File: config.mk
export PLATFORM = sky130hd
export DESIGN_NAME = fifo_stream_reader
export DESIGN_NICKNAME = d
export VERILOG_FILES = /design/src/rtl/fifo_stream_reader.sv
export SDC_FILE = /design/constraint.sdc
export NUM_CORES = 1
export LEC_CHECK = 0
export CORE_UTILIZATION = 55
export CTS_CLUSTER_DIAMETER = 150
export DETAILED_ROUTE_END_ITERATION = 8
export PLACE_DENSITY_LB_ADDON = 0.2
export SLEW_MARGIN = 20
export SYNTH_ARGS = -nofsm -noshare
export SYNTH_HDL_FRONTEND = slang
export SYNTH_SLANG_ARGS = --single-unit
export TNS_END_PERCENT = 5
File: constraint.sdc
create_clock -name clk_i -period 4.3 [get_ports clk_i]
set_input_delay 0.645 -clock clk_i [delete_from_list [all_inputs] [get_ports clk_i]]
set_output_delay 0.645 -clock clk_i [all_outputs]
set_load 0.1 [all_outputs]
File: src/rtl/fifo_stream_reader.sv
// fifo_stream_reader
// Read-side controller for the BRAM-backed FIFO. Pops words under a credit
// rule, absorbs the FIFO read latency in a small circular output buffer and
// presents a valid/ready stream with sof/eof frame delimiters.
// Optional feature macro: FIFO_STREAM_READER_MARKER_EN. When defined, a
// captured NaN frame marker (32'h7F900000) is dropped and the next buffered
// word restarts the frame.
module fifo_stream_reader #(
   parameter int RAM_WIDTH    = 32,
   parameter int READ_LATENCY = 2,
   parameter int FRAME_LEN    = 16,
   localparam int BUF_DEPTH   = READ_LATENCY + 2
) (
   input  logic                 clk_i,
   input  logic                 rst_i,
   input  logic                 fifo_empty_i,
   input  logic                 fifo_wr_en_i,
   input  logic [RAM_WIDTH-1:0] fifo_data_i,
   output logic                 fifo_rd_en_o,
   output logic                 m_valid_o,
   input  logic                 m_ready_i,
   output logic [RAM_WIDTH-1:0] m_data_o,
   output logic                 m_sof_o,
   output logic                 m_eof_o,
   output logic [15:0]          frame_cnt_o
);

   localparam int PTR_W = $clog2(BUF_DEPTH);
   localparam int CNT_W = $clog2(BUF_DEPTH + 1);
   localparam int WC_W  = $clog2(FRAME_LEN);
   localparam logic [PTR_W-1:0] LAST_PTR  = PTR_W'(BUF_DEPTH - 1);
   localparam logic [WC_W-1:0]  LAST_WORD = WC_W'(FRAME_LEN - 1);

   logic [READ_LATENCY-1:0] pend;
   logic [READ_LATENCY-1:0] pend_next;
   logic [PTR_W-1:0]        head;
   logic [PTR_W-1:0]        tail;
   logic [CNT_W-1:0]        occupancy;
   logic [CNT_W-1:0]        inflight;
   logic [CNT_W:0]          credit_used;
   logic [WC_W-1:0]         wcnt;
   logic [WC_W-1:0]         wcnt_eff;
   logic [RAM_WIDTH-1:0]    buf_mem [BUF_DEPTH];
   logic                    capture;
   logic                    write_en;
   logic                    handshake;

   function automatic logic [PTR_W-1:0] ptr_inc(input logic [PTR_W-1:0] p);
      return (p == LAST_PTR) ? '0 : p + 1'b1;
   endfunction

   // The oldest pending pop has reached the FIFO output this cycle
   assign capture   = pend[READ_LATENCY-1];
   assign handshake = m_valid_o && m_ready_i;

`ifdef FIFO_STREAM_READER_MARKER_EN
   localparam logic [RAM_WIDTH-1:0] MARKER = RAM_WIDTH'(32'h7F90_0000);

   logic is_marker;
   logic restart_pending;
   logic restart_mem [BUF_DEPTH];

   assign is_marker = capture && (fifo_data_i == MARKER);
   assign write_en  = capture && !is_marker;
   assign wcnt_eff  = restart_mem[head] ? '0 : wcnt;

   // Remember a dropped marker until the next word is written, which then carries the frame restart
   always_ff @(posedge clk_i or posedge rst_i) begin
      if (rst_i) begin
         restart_pending <= 1'b0;
      end else if (is_marker) begin
         restart_pending <= 1'b1;
      end else if (write_en) begin
         restart_pending <= 1'b0;
      end
   end
`else
   assign write_en = capture;
   assign wcnt_eff = wcnt;
`endif

   // Popcount of outstanding pops and the next value of the latency shift register
   always_comb begin
      inflight = '0;
      for (int i = 0; i < READ_LATENCY; i++) begin
         inflight = inflight + CNT_W'(pend[i]);
      end
      pend_next    = pend << 1;
      pend_next[0] = fifo_rd_en_o;
   end

   // Credit rule: never pop more than the buffer can absorb, and never against a FIFO write
   assign credit_used  = {1'b0, inflight} + {1'b0, occupancy};
   assign fifo_rd_en_o = !fifo_empty_i && !fifo_wr_en_i
                         && (credit_used < (CNT_W + 1)'(BUF_DEPTH));

   assign m_valid_o = (occupancy != '0);
   assign m_data_o  = m_valid_o ? buf_mem[head] : '0;
   assign m_sof_o   = m_valid_o && (wcnt_eff == '0);
   assign m_eof_o   = m_valid_o && (wcnt_eff == LAST_WORD);

   // Track which cycles issued a pop so the returning data can be captured
   always_ff @(posedge clk_i or posedge rst_i) begin
      if (rst_i) begin
         pend <= '0;
      end else begin
         pend <= pend_next;
      end
   end

   // Circular buffer pointers and occupancy; capture and handshake together leave occupancy unchanged
   always_ff @(posedge clk_i or posedge rst_i) begin
      if (rst_i) begin
         head      <= '0;
         tail      <= '0;
         occupancy <= '0;
      end else begin
         if (write_en) begin
            tail <= ptr_inc(tail);
         end
         if (handshake) begin
            head <= ptr_inc(head);
         end
         case ({write_en, handshake})
            2'b10:   occupancy <= occupancy + 1'b1;
            2'b01:   occupancy <= occupancy - 1'b1;
            default: occupancy <= occupancy;
         endcase
      end
   end

   // Buffer storage needs no reset; entries are only read once written
   always_ff @(posedge clk_i) begin
      if (write_en) begin
         buf_mem[tail] <= fifo_data_i;
`ifdef FIFO_STREAM_READER_MARKER_EN
         restart_mem[tail] <= restart_pending;
`endif
      end
   end

   // Frame position advances on each handshake and wraps at eof, counting completed frames
   always_ff @(posedge clk_i or posedge rst_i) begin
      if (rst_i) begin
         wcnt        <= '0;
         frame_cnt_o <= '0;
      end else if (handshake) begin
         if (m_eof_o) begin
            wcnt        <= '0;
            frame_cnt_o <= frame_cnt_o + 16'd1;
         end else begin
            wcnt <= wcnt_eff + 1'b1;
         end
      end
   end

endmodule

==> impl_metrics.json, run 1 <==
{
  "outcome": "complete, no violations",
  "yosysWarnings": 0,
  "hold_start": "pend[0]$_DFF_PP0_",
  "cp-start-kind": "flop",
  "maxCapViolCount": 0,
  "max_freq_mhz": 269,
  "cp_slowest_cell": "clkdlybuf4s50_1",
  "max_stage_delay_ps": 990,
  "post_cts_resized": 0,
  "setup_viol": 0,
  "initial_core_util": 0.573,
  "fill_cells": 724,
  "r2r-start": "occupancy[0]$_DFFE_PP0P_",
  "synth_area_leaders": "edfxtp_1 (61%), dfrtp_1 (12%), mux4_2 (11%)",
  "rows": 38,
  "grt_setup_unrepaired": "false",
  "floorplan.die.width_um": 109,
  "crit_path_cell_trace": "mux4_2 -> nor2b_1 -> clkdlybuf4s50_1",
  "setup_slack_ps": 585,
  "design_area_um2": 7870,
  "io-pin-count": 89,
  "nNetsFinal": 483,
  "numCtsBuffers": 17,
  "cp.arrival_ps": 3070,
  "final-seq-area_um2": 4570,
  "finalHoldViolations": 0,
  "grt_first_pass_wirelength_mm": 18.0,
  "htreeDepth": 4,
  "post_cts_buffers": 0,
  "cts_sinks": 157,
  "ys.flop_type": "edfxtp_1",
  "synth_common_cells": "edfxtp_1 (128), mux4_2 (32), nor2b_1 (31), dfrtp_1 (29)",
  "grt_start_max_net_pins": 33,
  "cts_hold_buf": 0,
  "dieArea_um2": 11900,
  "end_kind": "output pin",
  "placeableCoreArea_um2": 11000,
  "crit_fanout": 23,
  "synth_edf_count": 128,
  "critPathRequiredTime_ps": 3650,
  "min_path_type": "reg2reg",
  "tritoncts": "built",
  "drt-pass1-iter-count": 6,
  "vias": 3310,
  "wl_per_cell_um": 19.5,
  "synth_cells": 337,
  "crit_type": "reg2out",
  "crit_path_start": "head[0]$_DFFE_PP0P_",
  "antenna_found_initial": 0,
  "ant_nets": 0,
  "synth.top_cell.area_share": 0.611,
  "wl_mm": 11.5,
  "synthesis.area_um2": 6290,
  "synthArstFlopShare": 0.185,
  "path_clk_slew_ps": 60,
  "cts_buffer_depth": 2,
  "vias_per_cell": 5.63,
  "period_needed_ps": 3720,
  "worst_hold_slack_ps": 380,
  "relSlewSlack": 0.314,
  "drcViolationCount": 0,
  "ys_seq_area_frac": 0.726,
  "drive_gt1_frac": 0.223,
  "placed_area_um2": 7260,
  "port_buffers": 88,
  "synth_nets": 385,
  "tightest_slew_ps": 1030,
  "ys_ff_latch": 157,
  "die_h_um": 109,
  "drv_slew": 0,
  "final.setup_skew_ps": 4.90,
  "syn_to_final_growth_pct": 25.1,
  "pre_cts_ws_ps": 1000,
  "grt_pass1_vias": 3453,
  "synth_area_per_cell_um2": 18.7,
  "multi_input_area_um2": 1620,
  "gr-total-overflow": 0,
  "routabilityCongestion": 0.755,
  "synth_cell_type_count": 36,
  "synth.most_common_cell": "edfxtp_1",
  "first_iter_violations": 143,
  "hpwl_mm": 6.84,
  "period_share": 0.864,
  "antennaDiodeCount": 0,
  "root_buffer": "clkbuf_16",
  "synth_area_leader_cell": "edfxtp_1",
  "grt_usage": 0.217,
  "clock_latency_ps": 420
}
## worst paths after layout
path / endpoint / slack (ps) / cells after the start
max in group asynchronous: head[1]$_DFFE_PP0P_ / 3240 / 2
worst max-delay path: m_data_o[17] / 580 / 3
worst max register to register: occupancy[2]$_DFFE_PP0P_ / 2080 / 8
worst min-delay path: pend[1]$_DFF_PP0_ / 380 / 0
worst min register to register: pend[1]$_DFF_PP0_ / 380 / 0
min in group asynchronous: frame_cnt_o[1]$_DFFE_PP0P_ / 620 / 2
## worst max-delay path, delay by kind of cell (launching register included)
kind | cells | cell delay (ps)
simple gates | 1 | 160
mux | 1 | 600
buf+inv | 1 | 990
flops | 1 | 890
## through the flow
stage                     TNS (ps)  cells   util
after global routing             0    588  0.716
after floorplan               -117    337      -
after CTS                        0    588  0.716
after detailed placement         0    556  0.661
final                            0    588  0.716
after global placement           0    556  0.661
## cells in the final DEF, fill, tap and decap left out, types with 4 or more instances in the layout
cell	n
nand3_1	9
clkbuf_16	17
buf_4	23
nor3_1	5
edfxtp_1	128
and3_1	5
xnor2_1	9
bufinv_16	4
nor2b_1	31
o21ai_0	5
ha_1	10
xor2_1	10
nand2_1	11
clkdlybuf4s50_1	68
mux4_2	32
nor2_1	6
and2_2	4
dfrtp_1	27
inv_1	10
clkinv_2	7
## registers in the layout (all words and copies together), names as in the netlist
register / cells
frame_cnt_o: 16
occupancy: 3
buf_mem: 128
head: 2
tail: 2
wcnt: 4
pend: 2
## area by class of cell
class	count	share of cell area
clock inverters	14	0.0223
multi-input cells	156	0.206
clock buffers	18	0.0545
repair buffers	91	0.108
flip-flops and latches	157	0.581
inverters	12	0.00573
well taps	140	0.0223
## metal layers
| metal | vias up | track usage | share of wire |
|---|---|---|---|
| li1 | 1496 | - | - |
| met3 | 17 | 0.0592 | 0.049 |
| met4 | 0 | 0.101 | 0.018 |
| met5 | - | 0 | 0 |
| met2 | 88 | 0.358 | 0.52 |
| met1 | 1709 | 0.269 | 0.42 |
## kinds of logic (layout without fill, tap and decap cells)
kind of cell | count (synthesis) | in the layout | synth area share
adder cells (fa/ha/maj) | 11 | 11 | 0.0231
AND/OR/NAND/NOR | 82 | 82 | 0.0752
XOR/XNOR | 19 | 19 | 0.0265
buffers and inverters | 24 | 135 | 0.0191
AO/OA/AOI/OAI | 10 | 10 | 0.0117
flip-flops | 157 | 157 | 0.726
multiplexers | 34 | 34 | 0.118
Power of run 1 is left out: the tool's default activity adds up to more than one toggle a clock period on the data nets, which glitch-free logic cannot reach.
==> inputs of run 2 (changes only) <==
DONT_BUFFER_PORTS = 1   (was default)
SLEW_MARGIN = default   (was 20)
==> impl_metrics.json, run 2 (synthesis gave the netlist of run 1 again) <==
{
  "crit_type": "reg2out",
  "floorplan.die.width_um": 109,
  "layout_commonest_cell": "edfxtp_1",
  "syn_to_final_growth_pct": 14.6,
  "critPathRequiredTime_ps": 3650,
  "grt_setup_unrepaired": "false",
  "tritoncts": "built",
  "crit_fanout": 17,
  "cp.arrival_ps": 2620,
  "ant_nets": 0,
  "cts_buffer_depth": 2,
  "gr-total-overflow": 0,
  "drt-pass1-iter-count": 5,
  "fill_cells": 729,
  "finalHoldViolations": 0,
  "max_freq_mhz": 306,
  "antennaDiodeCount": 0,
  "setup_viol": 0,
  "multi_input_area_um2": 1710,
  "drive_gt1_frac": 0.331,
  "cts_sinks": 157,
  "reg_top3": "buf_mem: 128 flops, frame_cnt_o: 16 flops, wcnt: 4 flops",
  "placeableCoreArea_um2": 11000,
  "placed_area_um2": 6640,
  "drcViolationCount": 0,
  "routabilityCongestion": 0.743,
  "nNetsFinal": 407,
  "grt_usage": 0.201,
  "io-pin-count": 89,
  "final-seq-area_um2": 4570,
  "die_h_um": 109,
  "stdcell_count": 512,
  "final_util": 0.657,
  "grt_start_max_net_pins": 35,
  "layout_common_cells": "edfxtp_1 (128), mux4_2 (32), nor2b_2 (31)",
  "clock_latency_ps": 410,
  "design_area_um2": 7210,
  "dieArea_um2": 11900,
  "vias": 2990,
  "initial_core_util": 0.573,
  "first_iter_violations": 173,
  "min_path_type": "in2reg",
  "drv_slew": 0,
  "numCtsBuffers": 17,
  "grt_first_pass_wirelength_mm": 16.8,
  "tightest_slew_ps": 1090,
  "final.setup_skew_ps": 9.00,
  "regToRegSetupSlack_ps": 2100,
  "cp-start-kind": "flop",
  "grt_pass1_vias": 3234,
  "regMostFlops": "buf_mem",
  "period_needed_ps": 3270,
  "rows": 38,
  "antenna_found_initial": 0,
  "largest_reg_flops": 128,
  "place_inst": 480,
  "relSlewSlack": 0.269,
  "cts_hold_buf": 0,
  "wl_per_cell_um": 20.9,
  "vias_per_cell": 5.84,
  "maxCapViolCount": 0,
  "path_clk_slew_ps": 60,
  "htreeDepth": 4,
  "root_buffer": "clkbuf_16",
  "period_share": 0.759,
  "wl_mm": 10.7,
  "end_kind": "output pin",
  "hpwl_mm": 6.43,
  "outcome": "complete, no violations",
  "post_cts_buffers": 0,
  "port_buffers": 0,
  "post_cts_resized": 0
}
==> run 2: cell types whose count changed in the layout (fill, tap and decap cells not counted), sizes merged, moves of 4 or more <==
cell,delta
clkinvlp,+4
clkinv,-5
clkdlybuf4s50,-68
buf,-9
==> run 2: worst paths after layout <==
check                                      startpoint                          end  depth (start not counted)
max                               head[0]$_DFFE_PP0P_                 m_data_o[29]                          3
min                                      fifo_empty_i            pend[0]$_DFF_PP0_                          1
max reg2reg                frame_cnt_o[0]$_DFFE_PP0P_  frame_cnt_o[14]$_DFFE_PP0P_                          5
min reg2reg                         pend[0]$_DFF_PP0_            pend[1]$_DFF_PP0_                          0
max in group asynchronous                       rst_i          head[1]$_DFFE_PP0P_                          1
min in group asynchronous                       rst_i   frame_cnt_o[0]$_DFFE_PP0P_                          1
==> run 2: cell type report <==
| type | instances | share of cell area |
|---|---|---|
| repair buffers | 15 | 0.0180 |
| inverters | 12 | 0.00625 |
| flip-flops and latches | 157 | 0.634 |
| multi-input cells | 156 | 0.238 |
| well taps | 140 | 0.0243 |
| clock inverters | 13 | 0.0198 |
| clock buffers | 19 | 0.0600 |
==> run 2: worst max-delay path, cell delays in order (launching register included) <==
cell and delay, ps:
dfrtp_2 740, buf_4 340, mux4_2 260, nor2b_2 870
==> run 2: per-layer routing <==
metal | GRT usage | vias up | wire length, µm
met5 | 0 | - | 0
met4 | 0.0830 | 0 | 107
met3 | 0.0801 | 9 | 994
met2 | 0.327 | 108 | 5250
met1 | 0.239 | 1526 | 4330
li1 | - | 1347 | -
==> run 2: metrics by stage <==
stage	hold WS (ps)	worst slack (ps)	setup TNS, ps
2_1_floorplan	360	-117	-117
3_3_place_gp	379	1410	0
3_5_place_dp	380	1420	0
4_1_cts	293	954	0
5_1_grt	294	839	0
6_report	314	1030	0
Power of run 2 is left out for the same reason.
